`src/rtl/cmd_rx_arbiter_if.sv`:
```
// cmd_rx_arbiter_if: bundles the two UART receive FIFO ports, the parser port and arbiter status.
// Latency: none, wiring only.
// Backpressure: none at this level. Pops reach a FIFO only through the arbiter's grant.
interface cmd_rx_arbiter_if #(
    parameter int CNT_W = 5
);
    logic [CNT_W-1:0] rf_count_a;
    logic [7:0]       rdr_a;
    logic             rf_pop_a;
    logic [CNT_W-1:0] rf_count_b;
    logic [7:0]       rdr_b;
    logic             rf_pop_b;
    logic [CNT_W-1:0] rf_count_m;
    logic [7:0]       rdr_m;
    logic             rf_pop_m;
    logic             sel;
    logic             lock;
    logic             frame_done;
    logic             timeout_err;

    // Arbiter side: consumes FIFO levels/heads and parser pops, drives everything else.
    modport master (
        input  rf_count_a, rdr_a, rf_count_b, rdr_b, rf_pop_m,
        output rf_pop_a, rf_pop_b, rf_count_m, rdr_m,
        output sel, lock, frame_done, timeout_err
    );

    // Environment side: the FIFOs plus the parser.
    modport slave (
        output rf_count_a, rdr_a, rf_count_b, rdr_b, rf_pop_m,
        input  rf_pop_a, rf_pop_b, rf_count_m, rdr_m,
        input  sel, lock, frame_done, timeout_err
    );
endinterface

```
`src/rtl/cmd_rx_arbiter.sv`:
```
// cmd_rx_arbiter: grants one UART receive FIFO at a time to the shared command parser, one frame per grant.
// Latency: the grant registers one cycle after a full frame is buffered. Pop, data and count muxing are combinational.
// Backpressure: parser pops outside a held frame are dropped. The grant holds until FRAME_LEN pops (ARB_TIMEOUT_EN: or an idle timeout).
module cmd_rx_arbiter #(
    parameter int          FRAME_LEN = 8,
    parameter int          CNT_W     = 5,
    parameter logic [15:0] TO_CYC    = 16'd50000
) (
    input  logic                clk,
    input  logic                rst_n,
    cmd_rx_arbiter_if.master    bus
);
    localparam int               BC_W        = $clog2(FRAME_LEN + 1);
    localparam logic [CNT_W-1:0] FRAME_LEN_C = CNT_W'(FRAME_LEN);
    localparam logic [BC_W-1:0]  LAST_BYTE_C = BC_W'(FRAME_LEN - 1);

    typedef enum logic [1:0] {
        ST_IDLE    = 2'd0,
        ST_LOCK    = 2'd1,
        ST_RELEASE = 2'd2
    } state_t;

    state_t          state_q, state_d;
    logic            sel_q, sel_d;
    logic            lock_q, lock_d;
    logic            last_grant_q, last_grant_d;
    logic            frame_done_q, frame_done_d;
    logic            timeout_err_q, timeout_err_d;
    logic [BC_W-1:0] byte_cnt_q, byte_cnt_d;
`ifdef ARB_TIMEOUT_EN
    logic [15:0]     idle_cnt_q, idle_cnt_d;
`endif

    logic elig_a;
    logic elig_b;
    logic grant_b;
    logic in_lock;

    // A source is eligible only when a whole frame is already buffered.
    // On a tie the source that did not win last time is granted.
    assign elig_a  = (bus.rf_count_a >= FRAME_LEN_C);
    assign elig_b  = (bus.rf_count_b >= FRAME_LEN_C);
    assign grant_b = elig_b & (~elig_a | ~last_grant_q);
    assign in_lock = (state_q == ST_LOCK);

    // Parser-facing mux: pops and count pass through only while a frame is held. Data follows sel at all times.
    assign bus.rf_pop_a   = in_lock & ~sel_q & bus.rf_pop_m;
    assign bus.rf_pop_b   = in_lock &  sel_q & bus.rf_pop_m;
    assign bus.rf_count_m = in_lock ? (sel_q ? bus.rf_count_b : bus.rf_count_a) : '0;
    assign bus.rdr_m      = sel_q ? bus.rdr_b : bus.rdr_a;

    assign bus.sel         = sel_q;
    assign bus.lock        = lock_q;
    assign bus.frame_done  = frame_done_q;
    assign bus.timeout_err = timeout_err_q;

    // Next-state logic: grant in IDLE, count pops in LOCK, spend one settle cycle in RELEASE.
    always_comb begin
        state_d       = state_q;
        sel_d         = sel_q;
        lock_d        = lock_q;
        last_grant_d  = last_grant_q;
        byte_cnt_d    = byte_cnt_q;
        frame_done_d  = 1'b0;
        timeout_err_d = 1'b0;
`ifdef ARB_TIMEOUT_EN
        idle_cnt_d    = idle_cnt_q;
`else
        // The timeout is compiled out. TO_CYC still appears here so that both builds keep the same parameter list.
        timeout_err_d = (TO_CYC == 16'd0) & 1'b0;
`endif
        case (state_q)
            ST_IDLE: begin
                if (elig_a || elig_b) begin
                    sel_d        = grant_b;
                    last_grant_d = grant_b;
                    lock_d       = 1'b1;
                    byte_cnt_d   = '0;
                    state_d      = ST_LOCK;
`ifdef ARB_TIMEOUT_EN
                    idle_cnt_d   = '0;
`endif
                end
            end
            ST_LOCK: begin
                if (bus.rf_pop_m) begin
`ifdef ARB_TIMEOUT_EN
                    idle_cnt_d = '0;
`endif
                    if (byte_cnt_q == LAST_BYTE_C) begin
                        // The final pop of a frame takes priority over a coincident timeout, because the pop clears the idle count.
                        byte_cnt_d   = '0;
                        lock_d       = 1'b0;
                        frame_done_d = 1'b1;
                        state_d      = ST_RELEASE;
                    end else begin
                        byte_cnt_d = byte_cnt_q + 1'b1;
                    end
                end
`ifdef ARB_TIMEOUT_EN
                else if (idle_cnt_q == TO_CYC - 16'd1) begin
                    // The parser stalled mid-frame. Abandon the frame so the other link is not starved.
                    byte_cnt_d    = '0;
                    idle_cnt_d    = '0;
                    lock_d        = 1'b0;
                    timeout_err_d = 1'b1;
                    state_d       = ST_RELEASE;
                end else begin
                    idle_cnt_d = idle_cnt_q + 16'd1;
                end
`endif
            end
            ST_RELEASE: begin
                // One quiet cycle so the FIFO count reflects the final pop before eligibility is re-evaluated.
                state_d = ST_IDLE;
            end
            default: begin
                state_d = ST_IDLE;
                lock_d  = 1'b0;
            end
        endcase
    end

    // State and registered outputs. last_grant resets to B so that A wins the first tie.
    always_ff @(posedge clk or negedge rst_n) begin
        if (!rst_n) begin
            state_q       <= ST_IDLE;
            sel_q         <= 1'b0;
            lock_q        <= 1'b0;
            last_grant_q  <= 1'b1;
            frame_done_q  <= 1'b0;
            timeout_err_q <= 1'b0;
            byte_cnt_q    <= '0;
`ifdef ARB_TIMEOUT_EN
            idle_cnt_q    <= '0;
`endif
        end else begin
            state_q       <= state_d;
            sel_q         <= sel_d;
            lock_q        <= lock_d;
            last_grant_q  <= last_grant_d;
            frame_done_q  <= frame_done_d;
            timeout_err_q <= timeout_err_d;
            byte_cnt_q    <= byte_cnt_d;
`ifdef ARB_TIMEOUT_EN
            idle_cnt_q    <= idle_cnt_d;
`endif
        end
    end
endmodule

```
`src/flat_wrapper.sv`:
```
// flat-port wrapper written by rule: the top's interface ports become plain ports
module cmd_rx_arbiter_flat 
#(
    parameter int          FRAME_LEN = 8,
    parameter int          CNT_W     = 5,
    parameter logic [15:0] TO_CYC    = 16'd50000
)
  (clk, rst_n, bus_rf_count_a, bus_rdr_a, bus_rf_count_b, bus_rdr_b, bus_rf_pop_m, bus_rf_pop_a, bus_rf_pop_b, bus_rf_count_m, bus_rdr_m, bus_sel, bus_lock, bus_frame_done, bus_timeout_err);
  cmd_rx_arbiter_if #(.CNT_W(CNT_W)) bus_i ();
  input  logic clk;
  input  logic rst_n;
  input wire logic [$bits(bus_i.rf_count_a)-1:0] bus_rf_count_a;
  input wire logic [$bits(bus_i.rdr_a)-1:0] bus_rdr_a;
  input wire logic [$bits(bus_i.rf_count_b)-1:0] bus_rf_count_b;
  input wire logic [$bits(bus_i.rdr_b)-1:0] bus_rdr_b;
  input wire logic [$bits(bus_i.rf_pop_m)-1:0] bus_rf_pop_m;
  output wire logic [$bits(bus_i.rf_pop_a)-1:0] bus_rf_pop_a;
  output wire logic [$bits(bus_i.rf_pop_b)-1:0] bus_rf_pop_b;
  output wire logic [$bits(bus_i.rf_count_m)-1:0] bus_rf_count_m;
  output wire logic [$bits(bus_i.rdr_m)-1:0] bus_rdr_m;
  output wire logic [$bits(bus_i.sel)-1:0] bus_sel;
  output wire logic [$bits(bus_i.lock)-1:0] bus_lock;
  output wire logic [$bits(bus_i.frame_done)-1:0] bus_frame_done;
  output wire logic [$bits(bus_i.timeout_err)-1:0] bus_timeout_err;
  assign bus_i.rf_count_a = bus_rf_count_a;
  assign bus_i.rdr_a = bus_rdr_a;
  assign bus_i.rf_count_b = bus_rf_count_b;
  assign bus_i.rdr_b = bus_rdr_b;
  assign bus_i.rf_pop_m = bus_rf_pop_m;
  assign bus_rf_pop_a = bus_i.rf_pop_a;
  assign bus_rf_pop_b = bus_i.rf_pop_b;
  assign bus_rf_count_m = bus_i.rf_count_m;
  assign bus_rdr_m = bus_i.rdr_m;
  assign bus_sel = bus_i.sel;
  assign bus_lock = bus_i.lock;
  assign bus_frame_done = bus_i.frame_done;
  assign bus_timeout_err = bus_i.timeout_err;
  cmd_rx_arbiter #(.FRAME_LEN(FRAME_LEN), .CNT_W(CNT_W), .TO_CYC(TO_CYC)) u_core (.clk(clk), .rst_n(rst_n), .bus(bus_i));
endmodule
```
`config.mk`:
```
export PLATFORM = sky130hd
export DESIGN_NAME = cmd_rx_arbiter_flat
export DESIGN_NICKNAME = d
export VERILOG_FILES = /design/src/rtl/cmd_rx_arbiter_if.sv /design/src/rtl/cmd_rx_arbiter.sv /design/src/flat_wrapper.sv
export SDC_FILE = /design/constraint.sdc
export NUM_CORES = 1
export LEC_CHECK = 0
export ABC_AREA = 1
export CORE_MARGIN = 3
export CORE_UTILIZATION = 38
export DETAILED_ROUTE_END_ITERATION = 16
export GPL_ROUTABILITY_DRIVEN = 0
export PLACE_DENSITY = 0.85
export RECOVER_POWER = 100
export SLEW_MARGIN = 5
export SYNTH_ARGS = -nofsm -noshare
export SYNTH_HDL_FRONTEND = slang
export SYNTH_SLANG_ARGS = --single-unit
export TNS_END_PERCENT = 10
```
`constraint.sdc`:
```
create_clock -name clk -period 3.5 [get_ports clk]
set_clock_uncertainty 0.15 [all_clocks]
set_input_delay 0.35 -clock clk [delete_from_list [all_inputs] [get_ports clk]]
set_output_delay 0.35 -clock clk [all_outputs]
set_load 0.1 [all_outputs]
```
# Yosys cells after proc, flatten, opt, wreduce, memory -nomap -nowiden
# Index checks and enable logic that the tools add are counted.
# classes
add_sub_neg	1
order_cmp	2
n_eq_ne	6
mux	18
n_bitwise	10
reduce_logical	7
# ops
cell	n
4-bit two-way mux	3
5-bit by 4-bit greater-or-equal comparator with 1-bit output (second input constant)	2
5-bit two-way mux	2
8-bit two-way mux	1
4-bit case mux with 2 select lines	1
1-bit two-way mux	6
2-bit two-way mux	3
3-bit AND reduction	2
1-bit AND	5
4-bit by 1-bit adder with 4-bit output (second input constant)	1
4-bit by 3-bit equality test with 1-bit output (second input constant)	1
2-bit != test (second input constant)	2
1-bit NOT	4
2-bit case mux with 2 select lines	1
4-bit AND reduction	1
1-bit case mux with 3 select lines	1
2-bit by 1-bit equality test with 1-bit output (second input constant)	1
2-bit equality test (second input constant)	1
2-bit logical NOT	1
2-bit by 1-bit != test with 1-bit output (second input constant)	1
2-bit AND reduction	1
2-bit nonzero test	1
1-bit logical OR	1
1-bit OR	1
# word_totals
reg_bits	10
inputBits	29
out_inout_bits	19
wordCells	50

# Depth between registers and ports, before layout
# Gate-level depths: netlist of the first run.
# depth
ltp_word	4
ltp_mapped	6
depth_no_buf	6

# Worst setup path before layout of the first run
# Ideal clock, no wire load.
# synth_path
kind	register to output
startpoint	register u_core.sel_q (netlist: u_core.bus.sel)
endpoint	output port bus_rf_count_m[0]
arrival_time_ps	2826
required_ps	3000
setup_slack_ps	174
stages_incl_launch_ff	6
path_buffers	2
cell_sequence	dfrtp_1 -> buf_2 -> inv_1 -> buf_2 -> nand2_1 -> a21oi_1
# synth_via
elab_chain_cells	2
# synth_rtl
element	line_no	source
start, declared	cmd_rx_arbiter.sv:24	logic sel_q, sel_d;
start signal, assigned	cmd_rx_arbiter.sv:139	sel_q <= sel_d;
5-bit two-way mux (2 in series)	cmd_rx_arbiter.sv:49	assign bus.rf_count_m = in_lock ? (sel_q ? bus.rf_count_b : bus.rf_count_a) : '0;
end, declared	flat_wrapper.sv:19	output wire logic [$bits(bus_i.rf_count_m)-1:0] bus_rf_count_m;
# No other way between the ends.

# Worst setup path after layout of the first run
# layout_path
startpoint	register u_core.sel_q (netlist: u_core.bus.sel)
endpoint	output port bus_rf_count_m[2]
# Same word-level chain as after synthesis.

==> key figures, run 1 <==
Outcome
  • Status: finished clean

Critical path
  • RR Endpoint: u_core.byte_cnt_q[0]
  • Critical path startpoint category: register
  • R2r worst-path depth: 5
  • Req. time, crit path: 3.00 ns
  • Crit Path Class: register to output port
  • Worst R2R Start: u_core.byte_cnt_q[0]
  • Crit. End Element: output port
  • Last element of the critical path: bus_rf_count_m[2]
  • Crit. Startpoint: u_core.bus.sel
  • Reg2reg setup slack: 1.98 ns
  • CP max FO: 18
  • Worst Path Arrival: 2.33 ns

STA
  • Worst-Margin Slew: 1.184 ns
  • Final Cycle Share: 0.8082
  • Fin. Hold Viols: 0
  • Min Hold Slack: 0.3130 ns
  • Fmax: 353.5 MHz
  • Worst slew margin: 0.2140
  • RSZ-0062 raised after global routing: no
  • Final TNS setup: 0 ns
  • Pins Over Slew Limit: 0
  • Min Tclk post-route: 2.829 ns
  • # setup viols final: 0

Logic synthesis
  • Post-synth EDFFs: 0
  • Yosys warns: 0
  • Net Count, Synth: 141
  • Primary FF master, synth: dfrtp_1
  • Synth async-reset ratio: 1.000
  • Distinct cells, synth: 22
  • Top cell type's share of synthesized area: 0.3130
  • Post-synthesis sequential element count: 10
  • Post-Syn Area: 719.4 um2
  • Seq/Total Area, Yosys: 0.3496
  • Most frequent cell after synthesis: nand2_1
  • Cell taking the most area after synthesis: dfrtp_1
  • Cell count after synthesis: 111
  • Top post-synthesis cells by area: dfrtp_1, nand2_1, nand3_1
  • Top post-synthesis cells by count: nand2_1, dfrtp_1, nand3_1, nor2_1, a21oi_1
  • Avg Cell Area, Syn: 6.481 um2

Routing
  • Detailed Route WL: 2146 um
  • Post-DR vias/cell: 4.654
  • Initial drt markers: 12
  • WL/cell: 11.79 um
  • First-pass iteration count of the detailed router: 4
  • Vias after detailed routing: 847
  • Drt drc: 0
  • Routed Antenna Nets: 0

Floorplanning
  • Die Width: 49.51 um
  • Initial Utilization: 0.4078
  • IO Pins: 48
  • Core Footprint: 1764 um2
  • Die ar.: 2451 um2
  • Num rows: 15
  • Die Height: 49.51 um

Placement
  • I/O Buffers: 46
  • Dpl hpwl: 1777 um
  • Post-place instance area: 1150 um2

Min path
  • Min-delay worst type: input port to async pin

CTS
  • Num CTS Buffers: 3
  • CTS H-tree lvls: 1
  • Clock Sinks: 10
  • Cts hold-fix bufs: 0
  • CTS-repair resized insts: 0
  • CTS tree: yes
  • Max Buffers Root-to-Sink: 2
  • Clock Latency Late Sink: 0.27 ns
  • Post CTS Setup Buffer Count: 0
  • CTS clk-pin slew, worst paths: 0.07 ns
  • Root buffer cell: clkbuf_4

GRT
  • Vias in the first global route: 760
  • Initial antenna violation count: 0
  • Gr ovfl total: 0
  • First-pass GRT wire length: 3284 um
  • GRT Total Usage: 0.1765
  • Largest net degree at the start of global routing: 19

Finish
  • Diode count: 0
  • Layout cell share with drive strength beyond 1: 0.08917
  • Finished Cell Area: 1127 um2
  • Layout area overhead: 56.70%
  • Util after Layout: 0.6390
  • # nets final: 188

Flow run
  • Maxcap violations: 0
==> placed cells by master, fill, tap and decap left out, drive strengths merged <==
| cell type | n |
|---|---|
| clkdlybuf4s50 | 26 |
| conb | 1 |
| or2 | 2 |
| nor2 | 10 |
| o21ai | 2 |
| clkbuf | 17 |
| nand3 | 9 |
| dlygate4sd3 | 4 |
| inv | 6 |
| a21oi | 6 |
| dfstp | 1 |
| nand2 | 57 |
| nand4 | 2 |
| ha | 1 |
| dfrtp | 9 |
| buf | 3 |
| nand3b | 1 |
==> routing by layer <==
layer  share of wire  global-route usage  vias up  wire length, um
met3           0.022             0.02719        4               48
met1            0.37              0.1749      394              791
met5               0                   0        -                0
met2            0.60              0.3616       11             1280
li1                -                   -      438                -
met4           0.012             0.05991        0               25
==> flip-flops by register name, summed over array words and instances (netlist names) <==
signal and count:
u_core.bus.lock 1, u_core.bus.sel 1, u_core.byte_cnt_q 4, u_core.state_q 2, u_core.last_grant_q 1, u_core.bus.frame_done 1
==> metrics by stage <==
| stage | instances | setup WS (ns) |
|---|---|---|
| 2_1_floorplan | 111 | 0.1743 |
| 3_3_place_gp | 178 | 1.552 |
| 3_5_place_dp | 178 | 1.518 |
| 4_1_cts | 182 | 1.226 |
| 5_1_grt | 182 | 0.5618 |
| 6_report | 182 | 0.6713 |
==> final cells by class <==
type	instances	area [um2]
tap	25	31.28
clock buffer	4	36.28
fill	191	636.9
inverter	6	22.52
multi-input combinational	91	414.1
timing repair buffer	46	371.6
sequential	10	251.5
==> worst max-delay path, stage by stage (launching register included) <==
cell	delay [ns]
dfrtp_1	0.57
inv_1	0.37
nand2_1	0.09
a21oi_1	0.15
clkbuf_1	0.88
==> kinds of logic (layout without fill, tap and decap cells) <==
family          after synthesis  in the layout  share of synthesized area
compound gates                8              8                    0.05565
simple gates                 81             81                     0.5113
buf+inv                      10             56                    0.06087
fa+ha+maj                     1              1                    0.01739
flops                        10             10                     0.3496
other cells                   1              1                   0.005212
==> worst min path at each step <==
stage / from / end / slack, ns / cells past startpoint
after floorplan: rst_n / u_core.bus.frame_done / -0.1 / 0
after global placement: u_core.last_grant_q / u_core.last_grant_q / 0.31 / 2
after detailed placement: u_core.last_grant_q / u_core.last_grant_q / 0.31 / 2
after CTS: rst_n / u_core.state_q[0] / 0.26 / 1
after global routing: rst_n / u_core.byte_cnt_q[2] / 0.35 / 1
final: rst_n / u_core.state_q[0] / 0.31 / 1
Power of run 1 is not shown: default switching activity piles up to over one toggle a cycle in this logic, so the estimate is an artifact.
==> inputs of run 2 (changes only) <==
--- a/config.mk
+++ b/config.mk
@@ -7,10 +7,10 @@
 export LEC_CHECK = 0
 export ABC_AREA = 1
 export CORE_MARGIN = 3
-export CORE_UTILIZATION = 38
+export CORE_UTILIZATION = 35
 export DETAILED_ROUTE_END_ITERATION = 16
 export GPL_ROUTABILITY_DRIVEN = 0
-export PLACE_DENSITY = 0.85
+export PLACE_DENSITY = 0.79
 export RECOVER_POWER = 100
 export SLEW_MARGIN = 5
 export SYNTH_ARGS = -nofsm -noshare
==> constraint.sdc (replaced) <==
create_clock -name clk -period 2.73 [get_ports clk]
set_clock_uncertainty 0.15 [all_clocks]
set_input_delay 0.273 -clock clk [delete_from_list [all_inputs] [get_ports clk]]
set_output_delay 0.273 -clock clk [all_outputs]
set_load 0.1 [all_outputs]
==> run 2 against run 1 <==
Net effect: core utilization fell by 3.4 points; sequential cell count did not move; critical endpoint is now bus_rf_count_m[4]; non-clock buffer count unchanged; via count fell by 0.83%; setup slack worse by 0.27 ns; wire length down 9.3%; count of clock-buffer cells in the layout did not move; first-iteration DRC count down 8.3%; die area is 7.5% higher; sequential share of layout area grew 0.28 points; largest cell class unchanged; critical path depth is the same; critical path type unchanged.
==> key figures, run 2 (same netlist as run 1, synthesis figures left out) <==
Critical path
  • Critical path startpoint category: register
  • Buf/Inv on CP: 2 (unchanged)
  • Crit Path Class: register to output port
  • Crit. End Element: output port
  • Top delay family on crit path: buffers and inverters
  • CP max FO: 18 (unchanged)
  • Worst Path Arrival: 1.91 ns (-0.42 ns)
  • Max incr delay on CP: 0.56 ns (-0.32 ns)
  • Req. time, crit path: 2.31 ns (-0.69 ns)
  • CP cell instances: inv_1 -> nand2_1 -> a21oi_1 -> clkbuf_2
  • Max stage delay cell, worst path: dfrtp_1

Finish
  • Largest reg by FF count: u_core.byte_cnt_q
  • Finished Cell Area: 1114 um2 (-1.2%)
  • Diode count: 0 (unchanged)
  • Util after Layout: 0.6054 (-0.03356)
  • # fillers: 193 (+1.0%)
  • Number of flip-flops in the largest register: 4 (unchanged)
  • Biggest regs: u_core.byte_cnt_q (4), u_core.state_q (2)
  • Commonest cells after routing, fill and taps aside: nand2_1, clkdlybuf4s50_1, clkbuf_2
  • Layout cell share with drive strength beyond 1: 0.1592 (+0.07006)
  • Layout area overhead: 54.78%
  • # nets final: 188 (unchanged)
  • Most common cell after layout, fill and taps aside: nand2_1

CTS
  • Cts hold-fix bufs: 0 (unchanged)
  • Post CTS Setup Buffer Count: 0 (unchanged)
  • CTS-repair resized insts: 0 (unchanged)
  • Clock Sinks: 10 (unchanged)
  • CTS tree: yes
  • Clock Latency Late Sink: 0.26 ns (about the same)
  • Root buffer cell: clkbuf_4
  • Num CTS Buffers: 3 (unchanged)
  • CTS clk-pin slew, worst paths: 0.07 ns (about the same)
  • CTS H-tree lvls: 1 (unchanged)
  • Max Buffers Root-to-Sink: 2 (unchanged)

Routing
  • Detailed Route WL: 1947 um (-9.3%)
  • WL/cell: 10.70 um (-9.3%)
  • Post-DR vias/cell: 4.615 (-0.83%)
  • First-pass iteration count of the detailed router: 4 (unchanged)
  • Vias after detailed routing: 840 (-0.83%)
  • Initial drt markers: 11 (-1)
  • Drt drc: 0 (unchanged)
  • Routed Antenna Nets: 0 (unchanged)

STA
  • Min Hold Slack: 0.2393 ns (-0.07371 ns)
  • Min Tclk post-route: 2.329 ns
  • Fin. Hold Viols: 0 (unchanged)
  • # setup viols final: 0 (unchanged)
  • Worst-Margin Slew: 1.168 ns (-0.01586 ns)
  • Worst slew margin: 0.2245 (+0.01053)
  • RSZ-0062 raised after global routing: no
  • Pins Over Slew Limit: 0 (unchanged)
  • Fmax: 429.3 MHz
  • Final Cycle Share: 0.8533

Floorplanning
  • Core Footprint: 1839 um2 (+4.3%)
  • IO Pins: 48 (unchanged)
  • Die Width: 51.34 um (+3.7%)
  • Initial Utilization: 0.3912 (-0.01664)
  • Die ar.: 2636 um2 (+7.5%)
  • Die Height: 51.34 um (+3.7%)
  • Num rows: 15 (unchanged)

Placement
  • I/O Buffers: 46 (unchanged)
  • Dpl hpwl: 1629 um (-8.3%)
  • Post-place instance area: 1149 um2 (-0.11%)

GRT
  • Gr ovfl total: 0 (unchanged)
  • First-pass GRT wire length: 3291 um (+0.21%)
  • Initial antenna violation count: 0 (unchanged)
  • GRT Total Usage: 0.1623 (-0.01418)
  • Largest net degree at the start of global routing: 19 (unchanged)
  • Vias in the first global route: 856 (+13%)

Outcome
  • Status: finished clean

Min path
  • Min-delay worst type: input port to async pin

Flow run
  • Maxcap violations: 0 (unchanged)
-- run 2: area by class of cell --
class,count,area [um2],area share
tap,25,31.28,0.02809
sequential,10,251.5,0.2258
inverter,6,22.52,0.02022
clock buffer,4,26.28,0.02360
timing repair buffer,46,366.6,0.3292
multi-input combinational,91,415.4,0.3730
-- run 2: through the flow --
stage | TNS (ns) | std cells | worst slack, ns
3_3_place_gp | 0 | 178 | 0.8971
6_report | 0 | 182 | 0.4006
5_1_grt | 0 | 182 | 0.2025
3_5_place_dp | 0 | 178 | 0.8203
2_1_floorplan | -2.243 | 111 | -0.5187
4_1_cts | 0 | 182 | 0.5376
-- run 2: worst paths after layout --
check                                startpoint                   end  slack [ns]  cells past startpoint
setup / recovery                 u_core.bus.sel     bus_rf_count_m[4]        0.40                      4
hold / removal                            rst_n  u_core.byte_cnt_q[3]        0.24                      1
setup reg to reg           u_core.byte_cnt_q[0]  u_core.byte_cnt_q[0]        1.25                      5
hold reg to reg             u_core.last_grant_q   u_core.last_grant_q        0.32                      2
max in group asynchronous                 rst_n   u_core.last_grant_q        1.85                      1
min in group clk            u_core.last_grant_q   u_core.last_grant_q        0.32                      2
-- run 2: per-layer routing --
metal  GRT usage  vias up  part of all wire  routed length [um]
met5           0        -                 0                   0
met4     0.06114        0             0.012                  23
met3     0.05248        2             0.087                 169
met2      0.2961       38              0.49                 957
met1      0.1717      360              0.41                 798
li1            -      440                 -                   -
Power of run 2 is left out for the same reason.
==> inputs of run 3 (changes only) <==
--- a/config.mk
+++ b/config.mk
@@ -12,6 +12,7 @@
 export GPL_ROUTABILITY_DRIVEN = 0
 export PLACE_DENSITY = 0.79
 export RECOVER_POWER = 100
+export REMOVE_ABC_BUFFERS = 1
 export SLEW_MARGIN = 5
 export SYNTH_ARGS = -nofsm -noshare
 export SYNTH_HDL_FRONTEND = slang
==> constraint.sdc (replaced) <==
create_clock -name clk -period 2.55 [get_ports clk]
set_clock_uncertainty 0.15 [all_clocks]
set_input_delay 0.255 -clock clk [delete_from_list [all_inputs] [get_ports clk]]
set_output_delay 0.255 -clock clk [all_outputs]
set_load 0.1 [all_outputs]
==> run 3 against run 2 <==
Net effect: cell count unchanged; register-to-register slack got worse by 0.19 ns; first-iteration DRC count increased by 82%; core utilization increased by 5.4 points; critical path type unchanged; count of clock-buffer cells in the layout unchanged; critical path depth unchanged; die area unchanged; highest routed layer unchanged; largest cell class is now buffers; sequential cell count unchanged; cell area increased by 9.0%; worst hold slack got worse by 0.032 ns.
==> key figures, run 3 (same netlist as run 1, synthesis figures left out) <==
Outcome
  • Status: finished clean

Finish
  • Layout cell share with drive strength beyond 1: 0.1720 (+0.01274)
  • Layout area overhead: 68.70%
  • Largest reg by FF count: u_core.byte_cnt_q
  • Most common cell after layout, fill and taps aside: nand2_1
  • Number of flip-flops in the largest register: 4 (unchanged)
  • Diode count: 0 (unchanged)
  • Biggest regs: u_core.byte_cnt_q (4), u_core.state_q (2)
  • Commonest cells after routing, fill and taps aside: nand2_1, clkdlybuf4s50_1, nand3_1, clkbuf_4, dfrtp_1
  • # fillers: 168 (-13%)
  • # nets final: 188 (unchanged)

Flow run
  • Maxcap violations: 0 (unchanged)

STA
  • Final WS setup: 0.2138 ns (-0.1868 ns)
  • # setup viols final: 0 (unchanged)
  • Pins Over Slew Limit: 0 (unchanged)
  • Worst-Margin Slew: 1.170 ns (+0.002247 ns)
  • Final Cycle Share: 0.9162
  • Fin. Hold Viols: 0 (unchanged)
  • Min Tclk post-route: 2.336 ns
  • Worst slew margin: 0.2230 (-0.001492)
  • RSZ-0062 raised after global routing: no
  • Fmax: 428.0 MHz

GRT
  • Gr ovfl total: 0 (unchanged)
  • Largest net degree at the start of global routing: 19 (unchanged)
  • Initial antenna violation count: 0 (unchanged)
  • GRT Total Usage: 0.1998 (+0.03746)
  • First-pass GRT wire length: 3946 um (+20%)
  • Vias in the first global route: 846 (-1.2%)

CTS
  • CTS-repair resized insts: 0 (unchanged)
  • CTS H-tree lvls: 1 (unchanged)
  • Num CTS Buffers: 3 (unchanged)
  • Max Buffers Root-to-Sink: 2 (unchanged)
  • CTS clk-pin slew, worst paths: 0.07 ns (about the same)
  • Cts hold-fix bufs: 0 (unchanged)
  • Root buffer cell: clkbuf_4
  • Post CTS Setup Buffer Count: 0 (unchanged)
  • Clock Latency Late Sink: 0.28 ns (+0.02 ns)
  • CTS tree: yes
  • Clock Sinks: 10 (unchanged)

Routing
  • Vias after detailed routing: 881 (+4.9%)
  • First-pass iteration count of the detailed router: 4 (unchanged)
  • Drt drc: 0 (unchanged)
  • Detailed Route WL: 2462 um (+26%)
  • WL/cell: 13.53 um (+26%)
  • Routed Antenna Nets: 0 (unchanged)
  • Initial drt markers: 20 (+9)
  • Post-DR vias/cell: 4.841 (+4.9%)

Min path
  • Min-delay worst type: input port to async pin

Floorplanning
  • Num rows: 15 (unchanged)
  • Die Width: 51.34 um (unchanged)
  • IO Pins: 48 (unchanged)
  • Die Height: 51.34 um (unchanged)
  • Die ar.: 2636 um2 (unchanged)
  • Initial Utilization: 0.3912 (unchanged)
  • Core Footprint: 1839 um2 (unchanged)

Placement
  • Dpl hpwl: 2022 um (+24%)
  • I/O Buffers: 46 (unchanged)
  • DP Worst Slack: 0.5512 ns (-0.2691 ns)

Critical path
  • Top delay family on crit path: buffers and inverters
  • Req. time, crit path: 2.14 ns (-0.17 ns)
  • CP max FO: 18 (unchanged)
  • CP cell instances: inv_1 -> nand2_1 -> a21oi_1 -> buf_2
  • Crit Path Class: register to output port
  • Critical path startpoint category: register
  • Worst Path Arrival: 1.93 ns (+0.02 ns)
  • Crit. End Element: output port
  • Max incr delay on CP: 0.58 ns (+0.02 ns)
  • Buf/Inv on CP: 2 (unchanged)
  • Max stage delay cell, worst path: dfrtp_1
## run 3: final cells by class
cell class	count	area (um2)	area share
Sequential cell	10	251.5	0.2072
Timing Repair Buffer	46	457.9	0.3773
Tap cell	25	31.28	0.02577
Clock buffer	4	36.28	0.02990
Inverter	6	22.52	0.01856
Multi-Input combinational cell	91	414.1	0.3412
## run 3: worst paths after layout
| check | from | end | slack, ns | depth (start not counted) |
|---|---|---|---|---|
| worst max-delay path | u_core.bus.sel | bus_rf_count_m[1] | 0.21 | 4 |
| worst min-delay path | rst_n | u_core.bus.lock | 0.21 | 1 |
| worst max register to register | u_core.byte_cnt_q[0] | u_core.byte_cnt_q[0] | 1.06 | 5 |
| worst min register to register | u_core.last_grant_q | u_core.last_grant_q | 0.33 | 2 |
| max in group asynchronous | rst_n | u_core.last_grant_q | 1.70 | 1 |
| min in group clk | u_core.last_grant_q | u_core.last_grant_q | 0.33 | 2 |
## run 3: worst reg2reg max path, delay by kind of cell (launching register included)
family	cells	cell delay (ns)
adders and majority gates	1	0.25
DFF	1	0.43
and+or+nand+nor	3	0.48
AOI/OAI and AO/OA	1	0.12
## run 3: routing by layer
layer	GRT usage	up-vias	wire length, um
met4	0.06550	0	29
met2	0.3455	45	1120
li1	-	438	-
met3	0.03499	3	230
met5	0	-	0
met1	0.2496	395	1082
## run 3: through the flow
step / instances / util / area (um2) / setup TNS (ns) / hold WS (ns)
floorplan: 107 / - / 698.2 / -4.622 / -0.1906
finish: 182 / 0.6599 / 1214 / 0 / 0.2071
CTS: 182 / 0.7374 / 1356 / 0 / 0.1568
global placement: 178 / 0.7177 / 1320 / 0 / 0.3041
global route: 182 / 0.6599 / 1214 / 0 / 0.2312
detailed placement: 178 / 0.7177 / 1320 / 0 / 0.3146
Power of run 3 is left out for the same reason.
